--- src/rtl/shift_pkg.sv ---
// shift_pkg: shared widths and shift-type encodings for the shift unit
package shift_pkg;
   localparam int SH_DW = 32;
   localparam int SH_AW = 5;
   typedef enum logic [1:0] {
      SH_LSL = 2'b00,
      SH_LSR = 2'b01,
      SH_ASR = 2'b10,
      SH_RSV = 2'b11
   } shType_e;
endpackage

--- src/rtl/shift_unit_if.sv ---
// shift_unit_if: request and result valid/ready channels of the shift unit
interface shift_unit_if;
   import shift_pkg::*;
   logic             InValid;
   logic             InReady;
   logic [SH_DW-1:0] ShIn;
   logic [SH_AW-1:0] Shamt;
   shType_e          ShType;
   logic             OutValid;
   logic             OutReady;
   logic [SH_DW-1:0] ShOut;
   logic             ZeroFlag;
   logic             CarryOut;
   logic             IllegalOp;
   modport master (
      output InValid, ShIn, Shamt, ShType, OutReady,
      input  InReady, OutValid, ShOut, ZeroFlag, CarryOut, IllegalOp
   );
   modport slave (
      input  InValid, ShIn, Shamt, ShType, OutReady,
      output InReady, OutValid, ShOut, ZeroFlag, CarryOut, IllegalOp
   );
endinterface

--- src/rtl/shift_core.sv ---
// shift_core: combinational LSL/LSR/ASR select with last-bit-out carry and reserved-type detect.
// The carry datapath exists only when SHIFT_CARRY_EN is defined.
module shift_core
   import shift_pkg::*;
(
   input  logic [SH_DW-1:0] shIn,
   input  logic [SH_AW-1:0] shamt,
   input  shType_e          shType,
   output logic [SH_DW-1:0] shOut,
   output logic             carry,
   output logic             illegal
);
   logic [SH_DW-1:0] lslRes, lsrRes, asrRes;
   logic             lslC, lsrC, asrC;
`ifdef SHIFT_CARRY_EN
   // One guard bit on the exit side captures the last bit shifted out
   assign {lslC, lslRes} = {1'b0, shIn} << shamt;
   assign {lsrRes, lsrC} = {shIn, 1'b0} >> shamt;
   assign {asrRes, asrC} = $signed({shIn, 1'b0}) >>> shamt;
`else
   assign lslRes = shIn << shamt;
   assign lsrRes = shIn >> shamt;
   assign asrRes = $signed(shIn) >>> shamt;
   assign {lslC, lsrC, asrC} = '0;
`endif
   always_comb begin
      shOut   = shType == SH_LSL ? lslRes : shType == SH_LSR ? lsrRes : shType == SH_ASR ? asrRes : shIn;
      carry   = shType == SH_LSL ? lslC : shType == SH_LSR ? lsrC : shType == SH_ASR ? asrC : 1'b0;
      illegal = shType == SH_RSV;
   end
endmodule

--- src/rtl/shift_unit.sv ---
// shift_unit: two-stage valid/ready shift pipeline (operand stage S1, result stage S2).
// Define SHIFT_CARRY_EN to compute and register CarryOut; otherwise CarryOut is tied to 0.
module shift_unit
   import shift_pkg::*;
(
   input logic         CLK,
   input logic         RESETn,
   input logic         Flush,
   shift_unit_if.slave bus
);
   logic             s1Valid, s2Valid, s1Adv, s2Adv, inFire, s2Load;
   logic [SH_DW-1:0] s1Data, coreOut;
   logic [SH_AW-1:0] s1Shamt;
   shType_e          s1Type;
   logic             coreCarry, coreIllegal;
   assign s2Adv        = !s2Valid || bus.OutReady;
   assign s1Adv        = !s1Valid || s2Adv;
   assign bus.InReady  = s1Adv && !Flush;
   assign inFire       = bus.InValid && bus.InReady;
   assign s2Load       = s2Adv && s1Valid && !Flush;
   assign bus.OutValid = s2Valid;
   shift_core core (
      .shIn(s1Data), .shamt(s1Shamt), .shType(s1Type),
      .shOut(coreOut), .carry(coreCarry), .illegal(coreIllegal)
   );
   // Flush overrides any transfer happening on the same edge
   always_ff @(posedge CLK or negedge RESETn)
      if (!RESETn) begin
         s1Valid <= 1'b0;
         s2Valid <= 1'b0;
      end else begin
         s1Valid <= !Flush && (s1Adv ? bus.InValid : s1Valid);
         s2Valid <= !Flush && (s2Adv ? s1Valid : s2Valid);
      end
   always_ff @(posedge CLK or negedge RESETn)
      if (!RESETn) begin
         s1Data  <= '0;
         s1Shamt <= '0;
         s1Type  <= SH_LSL;
      end else if (inFire) begin
         s1Data  <= bus.ShIn;
         s1Shamt <= bus.Shamt;
         s1Type  <= bus.ShType;
      end
   always_ff @(posedge CLK or negedge RESETn)
      if (!RESETn) begin
         bus.ShOut     <= '0;
         bus.ZeroFlag  <= 1'b0;
         bus.IllegalOp <= 1'b0;
      end else if (s2Load) begin
         bus.ShOut     <= coreOut;
         bus.ZeroFlag  <= coreOut == '0;
         bus.IllegalOp <= coreIllegal;
      end
`ifdef SHIFT_CARRY_EN
   always_ff @(posedge CLK or negedge RESETn)
      if (!RESETn)
         bus.CarryOut <= 1'b0;
      else if (s2Load)
         bus.CarryOut <= coreCarry;
`else
   assign bus.CarryOut = coreCarry;
`endif
endmodule

--- src/flat_wrapper.sv ---
// flat-port wrapper written by rule: the top's interface ports become plain ports
module shift_unit_flat import shift_pkg::*;
  (CLK, RESETn, Flush, bus_InValid, bus_ShIn, bus_Shamt, bus_ShType, bus_OutReady, bus_InReady, bus_OutValid, bus_ShOut, bus_ZeroFlag, bus_CarryOut, bus_IllegalOp);
  shift_unit_if bus_i ();
  input logic CLK;
  input logic RESETn;
  input logic Flush;
  input wire logic [$bits(bus_i.InValid)-1:0] bus_InValid;
  input wire logic [$bits(bus_i.ShIn)-1:0] bus_ShIn;
  input wire logic [$bits(bus_i.Shamt)-1:0] bus_Shamt;
  input wire logic [$bits(bus_i.ShType)-1:0] bus_ShType;
  input wire logic [$bits(bus_i.OutReady)-1:0] bus_OutReady;
  output wire logic [$bits(bus_i.InReady)-1:0] bus_InReady;
  output wire logic [$bits(bus_i.OutValid)-1:0] bus_OutValid;
  output wire logic [$bits(bus_i.ShOut)-1:0] bus_ShOut;
  output wire logic [$bits(bus_i.ZeroFlag)-1:0] bus_ZeroFlag;
  output wire logic [$bits(bus_i.CarryOut)-1:0] bus_CarryOut;
  output wire logic [$bits(bus_i.IllegalOp)-1:0] bus_IllegalOp;
  assign bus_i.InValid = bus_InValid;
  assign bus_i.ShIn = bus_ShIn;
  assign bus_i.Shamt = bus_Shamt;
  assign bus_i.ShType = bus_ShType;
  assign bus_i.OutReady = bus_OutReady;
  assign bus_InReady = bus_i.InReady;
  assign bus_OutValid = bus_i.OutValid;
  assign bus_ShOut = bus_i.ShOut;
  assign bus_ZeroFlag = bus_i.ZeroFlag;
  assign bus_CarryOut = bus_i.CarryOut;
  assign bus_IllegalOp = bus_i.IllegalOp;
  shift_unit u_core (.CLK(CLK), .RESETn(RESETn), .Flush(Flush), .bus(bus_i));
endmodule
--- config.mk ---
export PLATFORM = sky130hd
export DESIGN_NAME = shift_unit_flat
export DESIGN_NICKNAME = d
export VERILOG_FILES = /design/src/rtl/shift_pkg.sv /design/src/rtl/shift_unit_if.sv /design/src/rtl/shift_core.sv /design/src/rtl/shift_unit.sv /design/src/flat_wrapper.sv
export SDC_FILE = /design/constraint.sdc
export NUM_CORES = 1
export LEC_CHECK = 0
export ABC_CLOCK_PERIOD_IN_PS = 6400
export BUFFER_PORTS_ARGS = -buffer_cell sky130_fd_sc_hd__buf_2
export CAP_MARGIN = 20
export CORE_MARGIN = 2
export CORE_UTILIZATION = 45
export CTS_BUF_LIST = sky130_fd_sc_hd__clkbuf_4 sky130_fd_sc_hd__clkbuf_8 sky130_fd_sc_hd__clkbuf_16
export CTS_CLUSTER_DIAMETER = 80
export DETAILED_ROUTE_END_ITERATION = 16
export RECOVER_POWER = 25
export REMOVE_ABC_BUFFERS = 1
export SLEW_MARGIN = 20
export SYNTH_ARGS = -nofsm -noshare
export SYNTH_HDL_FRONTEND = slang
export SYNTH_SLANG_ARGS = --single-unit
--- constraint.sdc ---
create_clock -name CLK -period 6.4 [get_ports CLK]
set_input_delay 1.28 -clock CLK [delete_from_list [all_inputs] [get_ports CLK]]
set_output_delay 1.28 -clock CLK [all_outputs]
set_load 0.05 [all_outputs]
==> flow_summary.json <==
{
  "grt_overflow_total": 0,
  "cp.required_ns": 6.68,
  "final.setup.tns_ns": 0,
  "grt_pass1_wl_mm": 51.40,
  "synth_seq_cells": 75,
  "io_pins": 81,
  "cts_buffers": 9,
  "crit_fanout": 50,
  "drtAntennaViolNets": 0,
  "vias": 8194,
  "top_usage_layer": "met2",
  "max-vdd-ir-drop_mv": 0.2364,
  "period_share": 0.6826,
  "row_count": 48,
  "critPathTopFamily": "compound AO/OA/AOI/OAI gates",
  "use_met3": 0.09577,
  "initial_core_util": 0.4550,
  "wl_per_cell_um": 29.85,
  "grt_max_degree": 76,
  "cap_violations": 0,
  "use_met1": 0.5091,
  "clk_pin_slew_ns": 0.06,
  "dieArea_um2": 18370,
  "syn-cell-area_um2": 7787,
  "synth-async-reset-ratio": 1.000,
  "powerDensity_nw_per_um2": 384.0,
  "finalNetCount": 975,
  "syn-instance-count": 936,
  "antenna_found_initial": 3,
  "cts_tree": "yes",
  "worst_setup_path_start_kind": "register",
  "worst-path-buf-inv": 1,
  "drive_above_1_share": 0.2500,
  "status": "finished clean",
  "path_cells": "buf_4, mux4_2, mux2i_1, o22ai_1, a221oi_2, o21ai_1, nor4_2, nand4_1, nor4_1, a32o_1",
  "grtUsageMet2": 0.5584,
  "worst_pin_slew_ns": 1.134,
  "hold_class": "register to register",
  "drtIter0Drc": 1173,
  "p_leak_nw": 3.453,
  "core_area_um2": 17120,
  "synth_cell_types": 74,
  "clk_latency_ns": 0.37,
  "path_class": "register to register",
  "critPathSlowestCell": "dfrtp_2",
  "cts_sinks": 75,
  "maxSlewHeadroom": 0.2412,
  "setup_viol": 0,
  "drc": 0,
  "slowest_delay_ns": 0.84,
  "fin_hold_ws_ns": 0.4683,
  "ys_seq_area_frac": 0.2410,
  "hold_viol_final": 0,
  "syn_to_final_growth_pct": 7.937,
  "skew_ns": 0.02138,
  "synth-main-ff-cell": "dfrtp_1",
  "rsz0062_at_grt": "no",
  "die_w_um": 135.6,
  "avgSynthCellArea_um2": 8.320,
  "synth_warnings": 0,
  "viasPerCell": 7.052,
  "port_buffers": 79,
  "cts_post_setup_buffers_inserted": 0,
  "fmax_ghz": 0.2289,
  "cts_root_buffer": "clkbuf_16",
  "period_minus_slack_ns": 4.368,
  "cp.arrival_ns": 4.65,
  "slew_violations": 0,
  "cts.repair.resized": 0,
  "cp-end-kind": "register",
  "die_height_um": 135.6,
  "synth_edf_count": 0,
  "h-tree-depth": 3,
  "drtPass1Iterations": 8,
  "grt_pass1_vias": 7630,
  "routed_wl_mm": 34.68,
  "hpwlAfterDp_mm": 25.38,
  "gp_congestion": 1.069,
  "clock_path_buffers": 2,
  "grt_use_total": 0.3804,
  "postCtsHoldBufs": 0
}
[cell type report]
type,instances,area (µm²)
clock buffers,10,232.7
well taps,225,281.5
clock inverters,6,112.6
diodes,1,2.502
repair buffers,94,510.5
flip-flops and latches,75,1884
multi-input cells,743,5351
inverters,8,30.03
fillers,1715,8711
[metrics by stage]
stage / power [W] / std cells / setup WS [ns] / util / instance area [µm²]
after floorplan: 0.001945 / 826 / 1.032 / - / 7251
after detailed placement: 0.002549 / 1145 / 2.212 / 0.4708 / 8058
after CTS: 0.003168 / 1161 / 2.175 / 0.4909 / 8403
after global placement: 0.002568 / 1145 / 2.081 / 0.4708 / 8058
final: 0.003228 / 1162 / 2.032 / 0.4911 / 8406
after global routing: 0.003347 / 1161 / 1.862 / 0.4909 / 8403
[registers in the layout (all words and copies together) (netlist names)]
register / count
u_core.s1Data: 32
u_core.s1Valid: 1
u_core.bus.ZeroFlag: 1
u_core.bus.IllegalOp: 1
u_core.bus.OutValid: 1
u_core.bus.ShOut: 32
u_core.s1Type: 2
u_core.s1Shamt: 5
[kinds of logic (layout without fill, tap and decap cells)]
logic type | count (synthesis) | after routing | synth area share
XOR/XNOR | 2 | 2 | 0.002250
other | 1 | 2 | 0.0004815
flip-flops | 75 | 75 | 0.2410
AO/OA/AOI/OAI | 272 | 272 | 0.2388
AND/OR/NAND/NOR | 303 | 303 | 0.1759
multiplexers | 165 | 165 | 0.2688
buffers and inverters | 118 | 118 | 0.07278
[final timing paths]
path	from	to	slack, ns	depth (start not counted)
worst max-delay path	u_core.s1Shamt[2]$_DFFE_PN0P_	u_core.bus.ZeroFlag$_DFFE_PN0P_	2.03	10
worst min-delay path	u_core.bus.ShOut[3]$_DFFE_PN0P_	u_core.bus.ShOut[3]$_DFFE_PN0P_	0.47	2
worst max register to register	u_core.s1Shamt[2]$_DFFE_PN0P_	u_core.bus.ZeroFlag$_DFFE_PN0P_	2.03	10
worst min register to register	u_core.bus.ShOut[3]$_DFFE_PN0P_	u_core.bus.ShOut[3]$_DFFE_PN0P_	0.47	2
max in group asynchronous	RESETn	u_core.s1Shamt[1]$_DFFE_PN0P_	4.61	1
min in group asynchronous	RESETn	u_core.bus.ShOut[13]$_DFFE_PN0P_	1.07	1
[metal layers]
layer | vias to the layer above | routed length, µm | share of wire
li1 | 3515 | - | -
met1 | 3941 | 13850 | 0.40
met2 | 604 | 14640 | 0.42
met3 | 132 | 3982 | 0.11
met4 | 2 | 2193 | 0.063
met5 | - | 13 | 0.00037
[power by group]
part	total, W	internal (W)	switching (W)
clock network	0.000615	0.000387	0.000228
registers	0.000806	0.000584	0.000222
logic	0.00181	0.000590	0.00122
[Yosys cell counts, drive strengths merged, types with 9 or more instances]
cell    number  area, µm²
nand2      140      525.5
dfrtp       75       1877
mux2        75      863.3
nor2        67      254.0
mux2i       64      644.4
clkbuf      63      236.5
o21ai       54      270.3
buf         47      300.3
a21oi       40      204.0
o22ai       38      237.7
mux4        26      585.6
nor3        21      105.1
a211oi      20      150.1
o211ai      18      135.1
nand3       14      70.07
a221oi      13      120.1
a31oi       12      75.07
a22oi       10      75.07
nor2b        9      56.30
nor4         9      77.57
[layout by cell type (no fill, tap or decap), types with 6 or more instances in the layout]
cell	instances
nand4_1	7
mux4_2	26
nor4_1	7
nand2b_1	8
dfrtp_1	71
and2_1	7
buf_2	78
o211ai_1	18
a31oi_1	12
nor2_1	66
mux2_2	70
nand3_1	14
o21ai_0	51
nor2b_1	9
o221ai_1	6
nor3_1	21
a211oi_1	20
a22oi_1	10
inv_1	7
a221oi_1	12
buf_4	16
nand2_1	139
mux2i_1	63
a21oi_1	39
or2_2	6
o22ai_1	38
clkbuf_16	9
[tightest hold or removal path, cell delays in order (launching register included)]
cell and delay [ns]:
dfrtp_1 0.34, nand2_1 0.05, nand2_1 0.05
No activity file was read; power rests on OpenSTA's default activity.
